==> src/rtl/game_pkg.sv <==
// ---------------------------------------------------------------------------
// game_pkg
// Shared definitions for the tower-defence game datapath: map geometry,
// sprite size, 30 fps frame period at 50 MHz and the tower state encoding.
// No ports; imported by the game modules.
// ---------------------------------------------------------------------------
package game_pkg;

    localparam int MAP_W            = 160;
    localparam int MAP_H            = 120;
    localparam int SPRITE_SIZE      = 20;
    localparam int SPRITE_HALF      = SPRITE_SIZE / 2;
    localparam int FRAME_CLKS_30FPS = 1666666;

    typedef enum logic [2:0] {
        ST_IDLE      = 3'd0,
        ST_ARMED     = 3'd1,
        ST_FIRE      = 3'd2,
        ST_COOLDOWN  = 3'd3,
        ST_DESTROYED = 3'd4
    } tower_state_t;

endpackage

==> src/rtl/frame_tick_gen.sv <==
// ---------------------------------------------------------------------------
// frame_tick_gen
// Free-running counter 0..FRAME_CLKS-1 producing a one-cycle registered pulse
// each time the counter wraps.
// Ports:
//   clk    in  system clock
//   resetn in  asynchronous active-low reset
//   tick   out one-cycle pulse per FRAME_CLKS clocks
// ---------------------------------------------------------------------------
module frame_tick_gen
    import game_pkg::*;
#(
    parameter int FRAME_CLKS = FRAME_CLKS_30FPS
) (
    input  logic clk,
    input  logic resetn,
    output logic tick
);

    localparam int              CNT_W = (FRAME_CLKS > 1) ? $clog2(FRAME_CLKS) : 1;
    localparam logic [CNT_W-1:0] LAST = CNT_W'(FRAME_CLKS - 1);

    logic [CNT_W-1:0] cnt_q, cnt_d;
    logic             tick_q, tick_d;

    always_comb begin
        tick_d = (cnt_q == LAST);
        cnt_d  = tick_d ? '0 : cnt_q + CNT_W'(1);
    end

    always_ff @(posedge clk or negedge resetn) begin
        if (!resetn) begin
            cnt_q  <= '0;
            tick_q <= 1'b0;
        end else begin
            cnt_q  <= cnt_d;
            tick_q <= tick_d;
        end
    end

    assign tick = tick_q;

endmodule

==> src/rtl/tower_targeting.sv <==
// ---------------------------------------------------------------------------
// tower_targeting
// One fixed tower: checks whether the car sprite centre lies inside a square
// attack zone, fires once per frame tick when armed, counts down the car's
// hit points and raises a destroyed level for the car controller.
// Ports:
//   clk           in  system clock (50 MHz)
//   resetn        in  asynchronous active-low reset
//   enable        in  game running; low pauses the tower
//   car_reset     in  new wave / car restart; reloads hit points
//   car_active    in  car is on the path
//   car_x         in  car top-left x on map (8 bits)
//   car_y         in  car top-left y on map (7 bits)
//   in_range      out registered range result
//   fire          out one-cycle shot pulse
//   car_hp        out remaining hit points
//   car_destroyed out held high until car_reset
//   frame_tick    out one-cycle pulse per frame
// ---------------------------------------------------------------------------
module tower_targeting
    import game_pkg::*;
#(
    parameter int TOWER_X         = 60,
    parameter int TOWER_Y         = 40,
    parameter int RANGE           = 30,
    parameter int COOLDOWN_FRAMES = 15,
    parameter int CAR_HP          = 5,
    parameter int FRAME_CLKS      = FRAME_CLKS_30FPS
) (
    input  logic       clk,
    input  logic       resetn,
    input  logic       enable,
    input  logic       car_reset,
    input  logic       car_active,
    input  logic [7:0] car_x,
    input  logic [6:0] car_y,
    output logic       in_range,
    output logic       fire,
    output logic [3:0] car_hp,
    output logic       car_destroyed,
    output logic       frame_tick
);

    localparam logic signed [9:0] TX      = 10'(TOWER_X);
    localparam logic signed [9:0] TY      = 10'(TOWER_Y);
    localparam logic        [9:0] RNG     = 10'(RANGE);
    localparam logic        [7:0] CD_LOAD = 8'(COOLDOWN_FRAMES);
    localparam logic        [3:0] HP_INIT = 4'(CAR_HP);

    function automatic logic [9:0] abs10(input logic signed [9:0] v);
        return (v < 0) ? 10'(-v) : 10'(v);
    endfunction

    logic              tick_w;
    logic        [8:0] cx, cy;
    logic signed [9:0] dx, dy;
    logic              in_range_d, in_range_q;
    tower_state_t      state_q, state_d;
    logic        [7:0] cd_q, cd_d;
    logic        [3:0] hp_q, hp_d;

    frame_tick_gen #(
        .FRAME_CLKS(FRAME_CLKS)
    ) u_frame_tick (
        .clk   (clk),
        .resetn(resetn),
        .tick  (tick_w)
    );

    // Centre is widened to 9 bits and the difference to 10-bit signed so the
    // distance never wraps, even for car positions off the visible map.
    always_comb begin
        cx         = {1'b0, car_x} + 9'(SPRITE_HALF);
        cy         = {2'b00, car_y} + 9'(SPRITE_HALF);
        dx         = $signed({1'b0, cx}) - TX;
        dy         = $signed({1'b0, cy}) - TY;
        in_range_d = (abs10(dx) <= RNG) && (abs10(dy) <= RNG);
    end

    always_comb begin
        state_d = state_q;
        cd_d    = cd_q;
        hp_d    = hp_q;
        if (car_reset) begin
            state_d = ST_IDLE;
            hp_d    = HP_INIT;
            cd_d    = '0;
        end else if (!enable) begin
            // Pause keeps hit points and cooldown; a destroyed car stays
            // destroyed until it is explicitly restarted.
            if (state_q != ST_DESTROYED) begin
                state_d = ST_IDLE;
            end
        end else begin
            unique case (state_q)
                ST_IDLE: begin
                    if (car_active) state_d = ST_ARMED;
                end
                ST_ARMED: begin
                    if (!car_active) begin
                        state_d = ST_IDLE;
                    end else if (in_range_q && tick_w) begin
                        state_d = ST_FIRE;
                    end
                end
                ST_FIRE: begin
                    hp_d = (hp_q != 4'd0) ? hp_q - 4'd1 : 4'd0;
                    if (hp_q <= 4'd1) begin
                        state_d = ST_DESTROYED;
                    end else begin
                        cd_d    = CD_LOAD;
                        state_d = ST_COOLDOWN;
                    end
                end
                ST_COOLDOWN: begin
                    // Leaving only on a tick-free cycle means the next shot
                    // always waits for a fresh frame tick.
                    if (!car_active) begin
                        state_d = ST_IDLE;
                    end else if (tick_w) begin
                        if (cd_q != 8'd0) cd_d = cd_q - 8'd1;
                    end else if (cd_q == 8'd0) begin
                        state_d = ST_ARMED;
                    end
                end
                ST_DESTROYED: begin
                    state_d = ST_DESTROYED;
                end
                default: begin
                    state_d = ST_IDLE;
                end
            endcase
        end
    end

    always_ff @(posedge clk or negedge resetn) begin
        if (!resetn) begin
            state_q    <= ST_IDLE;
            cd_q       <= '0;
            hp_q       <= HP_INIT;
            in_range_q <= 1'b0;
        end else begin
            state_q    <= state_d;
            cd_q       <= cd_d;
            hp_q       <= hp_d;
            in_range_q <= in_range_d;
        end
    end

    assign in_range      = in_range_q;
    assign fire          = (state_q == ST_FIRE);
    assign car_destroyed = (state_q == ST_DESTROYED);
    assign car_hp        = hp_q;
    assign frame_tick    = tick_w;

endmodule

==> config.mk <==
export PLATFORM = sky130hd
export DESIGN_NAME = tower_targeting
export DESIGN_NICKNAME = d
export VERILOG_FILES = /design/src/rtl/game_pkg.sv /design/src/rtl/frame_tick_gen.sv /design/src/rtl/tower_targeting.sv
export SDC_FILE = /design/constraint.sdc
export NUM_CORES = 1
export LEC_CHECK = 0
export CORE_ASPECT_RATIO = 0.7
export CORE_MARGIN = 5
export CORE_UTILIZATION = 55
export CTS_CLUSTER_SIZE = 20
export DETAILED_ROUTE_END_ITERATION = 8
export PLACE_DENSITY = 0.89
export SETUP_SLACK_MARGIN = 0.5
export SLEW_MARGIN = 15
export SYNTH_ARGS = -nofsm -noshare
export SYNTH_HDL_FRONTEND = slang
export SYNTH_SLANG_ARGS = --single-unit
==> constraint.sdc <==
create_clock -name clk -period 6.09 [get_ports clk]
set_input_delay 0.9135 -clock clk [delete_from_list [all_inputs] [get_ports clk]]
set_output_delay 0.9135 -clock clk [all_outputs]
set_load 0.02 [all_outputs]
After elaboration in Yosys (flattened, before gate mapping)
Cells that the tools add are included.

Add/subtract/negate cells: 9. Magnitude comparators: 5. Equality and inequality tests: 14. Mux-type cells: 25. Reduce and logical (&&, ||, !) cells: 13.

Operator list (number): 8-bit two-way mux (6); 3-bit two-way mux (10); 21-bit by 1-bit adder with 21-bit output, second input constant (1); 21-bit == test, second input constant (1); 21-bit two-way mux (1); 10-bit by 5-bit less-or-equal comparator with 1-bit output, second input constant (2); 10-bit two-way mux (2); 4-bit two-way mux (4); 8-bit one-hot mux with 2 select lines (1); 5-bit inequality test, second input constant (3); 3-bit one-hot mux with 5 select lines (1); 3-bit inequality test, second input constant (4); 10-bit by 1-bit < comparator with 1-bit output, second input constant (1); 10-bit negation (1); 9-bit negation with 10-bit output (1); 9-bit by 6-bit subtractor with 10-bit output, second input constant (1); 8-bit by 4-bit adder with 9-bit output, second input constant (1); 9-bit by 1-bit < comparator with 1-bit output, second input constant (1); 8-bit by 6-bit subtractor with 9-bit output, second input constant (1); 7-bit by 4-bit adder with 8-bit output, second input constant (1); 8-bit logical NOT (1); 8-bit nonzero test (1); 8-bit by 1-bit subtractor with 8-bit output, second input constant (1); 3-bit by 2-bit == test with 1-bit output, second input constant (2); 14 further kinds (17).

Bits in registers: 38.

Depth between registers and ports, before layout
Word-level depth: 7. Gate-level depth with buffers: 7. Gate-level depth less buffers: 7.

Hierarchy
Synthesis repeated with hierarchy kept, for this count alone.

Cell total of the unflattened synthesis: 284. Area total of the unflattened synthesis: 2551.2 um^2.

Modules (own cells, without submodules): tower_targeting (times used 1, cells each 178, area each 1461.4 um^2, seq. area each 402.9 um^2); frame_tick_gen (times used 1, cells each 106, area each 1089.8 um^2, seq. area each 550.5 um^2).

Least setup slack after synthesis
OpenSTA, ideal clock, no wires.

Path type: input to register. From: input car_x[1]. To: register in_range_q (netlist: in_range). Data arrival time: 2220 ps. Setup slack: 3744 ps. Stages: 7. Buffers on the path: 0. Cells stage by stage: inv_1 > ha_1 > nand2b_1 > a311o_1 > a211o_1 > a211oi_1 > nor4_1.

Longest elaborated chain between the ends: 6.

RTL lines: start, declared (RTL line tower_targeting.sv:35) `input logic [7:0] car_x,`; 8-bit by 4-bit adder with 9-bit output * (RTL line tower_targeting.sv:73) `cx = {1'b0, car_x} + 9'(SPRITE_HALF);`; 9-bit by 6-bit subtractor with 10-bit output * (RTL line tower_targeting.sv:75) `dx = $signed({1'b0, cx}) - TX;`; 10-bit negation or 10-bit by 1-bit < comparator with 1-bit output (tied branches) (RTL line tower_targeting.sv:51) `return (v < 0) ? 10'(-v) : 10'(v);`; 10-bit two-way mux * (RTL line tower_targeting.sv:51); 10-bit by 5-bit less-or-equal comparator with 1-bit output * (RTL line tower_targeting.sv:77) `in_range_d = (abs10(dx) <= RNG) && (abs10(dy) <= RNG);`; 1-bit logical AND * (RTL line tower_targeting.sv:77); via in_range_d (RTL line tower_targeting.sv:57) `logic in_range_d, in_range_q;`; end signal, assigned (RTL line tower_targeting.sv:146) `in_range_q <= in_range_d;`; end, declared (RTL line tower_targeting.sv:57).

Mark *: on every way through the listed nets, which the timed path passes. The rest lies on a longest branch. A chain may end at the register's enable or synchronous reset.

Final worst setup path
Ends and elaborated chain as after synthesis.

==> impl_metrics.tcl <==
set metrics [dict create \
    status "finished, final reports clean" \
    crit_start "car_x[1]" \
    placedCellCount 345 \
    crit_fanout 7 \
    ff2ff_path_depth 8 \
    hold_ws_ns 0.488 \
    root_buffer "clkbuf_8" \
    period_needed_ns 2.81 \
    synthesis.area_sq_um 2480 \
    cp.required_ns 6.25 \
    initial_core_util_pct 57.0 \
    io_pins 28 \
    timing.final.crit_share_pct 46.2 \
    p_sw_w 0.000120 \
    start_kind "input pin" \
    switching_share_pct 23.0 \
    final_hold_viol_count 0 \
    clk_latency_ns 0.29 \
    reg2reg_setup_slack_ns 3.70 \
    die_x_microns 90.3 \
    rows 20 \
    core-area_sq_um 4350 \
    first_pass_iters 4 \
    fin_skew_ns 0.00694 \
    syn_area_per_cell_sq_um 9.27 \
    crit_end "in_range$_DFF_PN0_" \
    cts_sinks 38 \
    place.gp.congestion 0.939 \
    tightestPinTransition_ns 0.825 \
    seqPwrFrac_pct 48.9 \
    die_h_microns 66.2 \
    post_cts_buffers 0 \
    power.share.clock_pct 39.8 \
    mappedNetlistNets 300 \
    wl_per_cell_microns 14.4 \
    drc_errors 0 \
    yosysWarnings 0 \
    power_density_nw_per_um2 178 \
    critPathCaptureType "flop" \
    crit_type "in2reg" \
    seq_area_frac_synth_pct 38.4 \
    vdd_drop_max_v 0.000161 \
    grt_setup_unrepaired "no" \
    synth_cell_types 57 \
    cts_tree "built" \
    ant_nets 0 \
    final_cell_area_sq_um 2920 \
    power_frac_comb_pct 11.2 \
    fin_tns_setup_ns 0 \
    grt_pass1_vias 2020 \
    worstReg2RegEnd "u_frame_tick.cnt_q[18]$_DFF_PN0_" \
    critPathArrivalTime_ns 2.98 \
    dp_hpwl_microns 3850 \
    portBuffers 27 \
    die_area_sq_um 5980 \
    p_int_w 0.000401 \
    setup_viol 0 \
    dpl_cell_area_sq_um 2810 \
    holdCritPathClass "reg2reg" \
    drv_cap 0 \
    synth_flop_cell "dfrtp_1" \
    antenna_cells 0 \
    gr-total-overflow 0 \
    post_cts_resized 0 \
    track_usage_pct 18.1 \
    grt_antenna_before_repair 0 \
    drt_iter0_drc 112 \
    regArea_sq_um 953 \
    cts_buffer_depth 2 \
    fmax_mhz 356 \
    slew_headroom_pct 45.0 \
    synthArstFlopShare_pct 100 \
    netlist_instances 268 \
    slew_violations 0 \
    power_w 0.000520 \
    synth-seq-cells 38 \
    synthToLayoutAreaGrowth_pct 17.4 \
    power.leakage_nw 1.22 \
    via_per_inst 5.93 \
    cts-htree-levels 2 \
    drt-total-wl_microns 5070 \
    drive_above_1_share_pct 8.05 \
    holdBufCountCts 0 \
    r2r_start "u_frame_tick.cnt_q[1]$_DFF_PN0_" \
    final_cells 353 \
    fin_nets 329 \
    multiInputGateArea_sq_um 1470 \
    synth_edf_count 0 \
    cts_buffers 5 \
    min_path_cells 1 \
    grt_pass1_wl_microns 8880 \
    grt_max_degree 39 \
    fillers 333 \
    num_vias 2092 \
    clk_pin_slew_ns 0.07 \
]
cell families after synthesis:
kind of cell	count (synthesis)	synth area share, %
compound gates	46	14.7
xor+xnor	27	9.52
fa+ha+maj	12	6.05
buf+inv	17	2.62
flops	38	38.4
mux	6	2.52
simple gates	122	26.2
layout by cell type, fill, tap and decap left out, types with 7 or more instances in the layout:
cell             instances
nor2_1                  35
xor2_1                  13
inv_1                   11
nor3_1                   7
nand4_1                  7
clkdlybuf4s50_1         26
nand2b_1                10
nand2_1                 16
xnor2_1                 14
nand3_1                 15
ha_1                    12
a21oi_1                 12
dfrtp_1                 36
critical path, stage by stage:
cell,delay [ns]
clkdlybuf4s50_1,0.52
inv_1,0.13
ha_1,0.24
nand2b_1,0.17
a311o_1,0.42
a211o_1,0.28
a211oi_1,0.22
nor4_1,0.08
through the flow:
| step | worst slack (ns) | util, % |
|---|---|---|
| after CTS | 3.31 | 67.0 |
| after floorplan | 3.74 | - |
| after global placement | 3.05 | 64.5 |
| final | 3.28 | 67.0 |
| after global routing | 3.12 | 67.0 |
| after detailed placement | 3.01 | 64.5 |
synthesized netlist by cell type (all sizes together), types with 3 or more instances:
| cell | instances | share of area (%) |
|---|---|---|
| nor4 | 6 | 1.5 |
| nand2b | 10 | 2.5 |
| a21oi | 12 | 2.4 |
| nor2 | 35 | 5.3 |
| xnor2 | 14 | 4.9 |
| xor2 | 13 | 4.6 |
| nor3 | 7 | 1.4 |
| dfrtp | 36 | 36 |
| nand3b | 3 | 0.91 |
| a211o | 3 | 1.1 |
| nand3 | 15 | 3.0 |
| mux2i | 4 | 1.6 |
| o21ai | 4 | 0.81 |
| ha | 12 | 6.0 |
| or3 | 4 | 1.0 |
| and3 | 4 | 1.0 |
| nor3b | 3 | 1.1 |
| nand2 | 16 | 2.4 |
| nand4 | 7 | 1.8 |
| inv | 11 | 1.7 |
| a211oi | 4 | 1.4 |
| clkbuf | 5 | 0.76 |
how the worst min path moves through the flow:
| stage | startpoint | to |
|---|---|---|
| 2_1_floorplan | u_frame_tick.cnt_q[20]$_DFF_PN0_ | u_frame_tick.cnt_q[20]$_DFF_PN0_ |
| 3_3_place_gp | u_frame_tick.cnt_q[20]$_DFF_PN0_ | u_frame_tick.cnt_q[20]$_DFF_PN0_ |
| 3_5_place_dp | u_frame_tick.cnt_q[20]$_DFF_PN0_ | u_frame_tick.cnt_q[20]$_DFF_PN0_ |
| 4_1_cts | u_frame_tick.cnt_q[20]$_DFF_PN0_ | u_frame_tick.cnt_q[20]$_DFF_PN0_ |
| 5_1_grt | u_frame_tick.cnt_q[20]$_DFF_PN0_ | u_frame_tick.cnt_q[20]$_DFF_PN0_ |
| 6_report | u_frame_tick.cnt_q[20]$_DFF_PN0_ | u_frame_tick.cnt_q[20]$_DFF_PN0_ |
routing by layer:
| metal | vias to the layer above | part of all wire (%) | global-route usage (%) |
|---|---|---|---|
| met3 | 5 | 5.7 | 3.87 |
| met5 | - | 0 | 0 |
| li1 | 1034 | - | - |
| met1 | 997 | 50 | 25.2 |
| met4 | 0 | 1.0 | 5.58 |
| met2 | 56 | 43 | 28.3 |
power by group through the flow:
stage	combinational [W]	sequential, W	clock, W
final	0.0000583	0.000255	0.000207
after CTS	0.0000584	0.000255	0.000212
after global placement	0.0000567	0.000259	0
after floorplan	0.0000296	0.000259	0
after detailed placement	0.0000582	0.000259	0
after global routing	0.0000654	0.000255	0.000227
state kept, by name, indices dropped and copies added, names as in the netlist:
register	cells
state_q	3
u_frame_tick.tick	1
in_range	1
car_hp	4
cd_q	8
u_frame_tick.cnt_q	21
final cells by class:
type	count	share of cell area [%]
multi-input cells	213	50.5
flip-flops and latches	38	32.7
repair buffers	28	9.35
clock buffers	5	2.36
well taps	55	2.36
inverters	11	1.42
clock inverters	3	1.37
(Power assumes the default switching activity.)
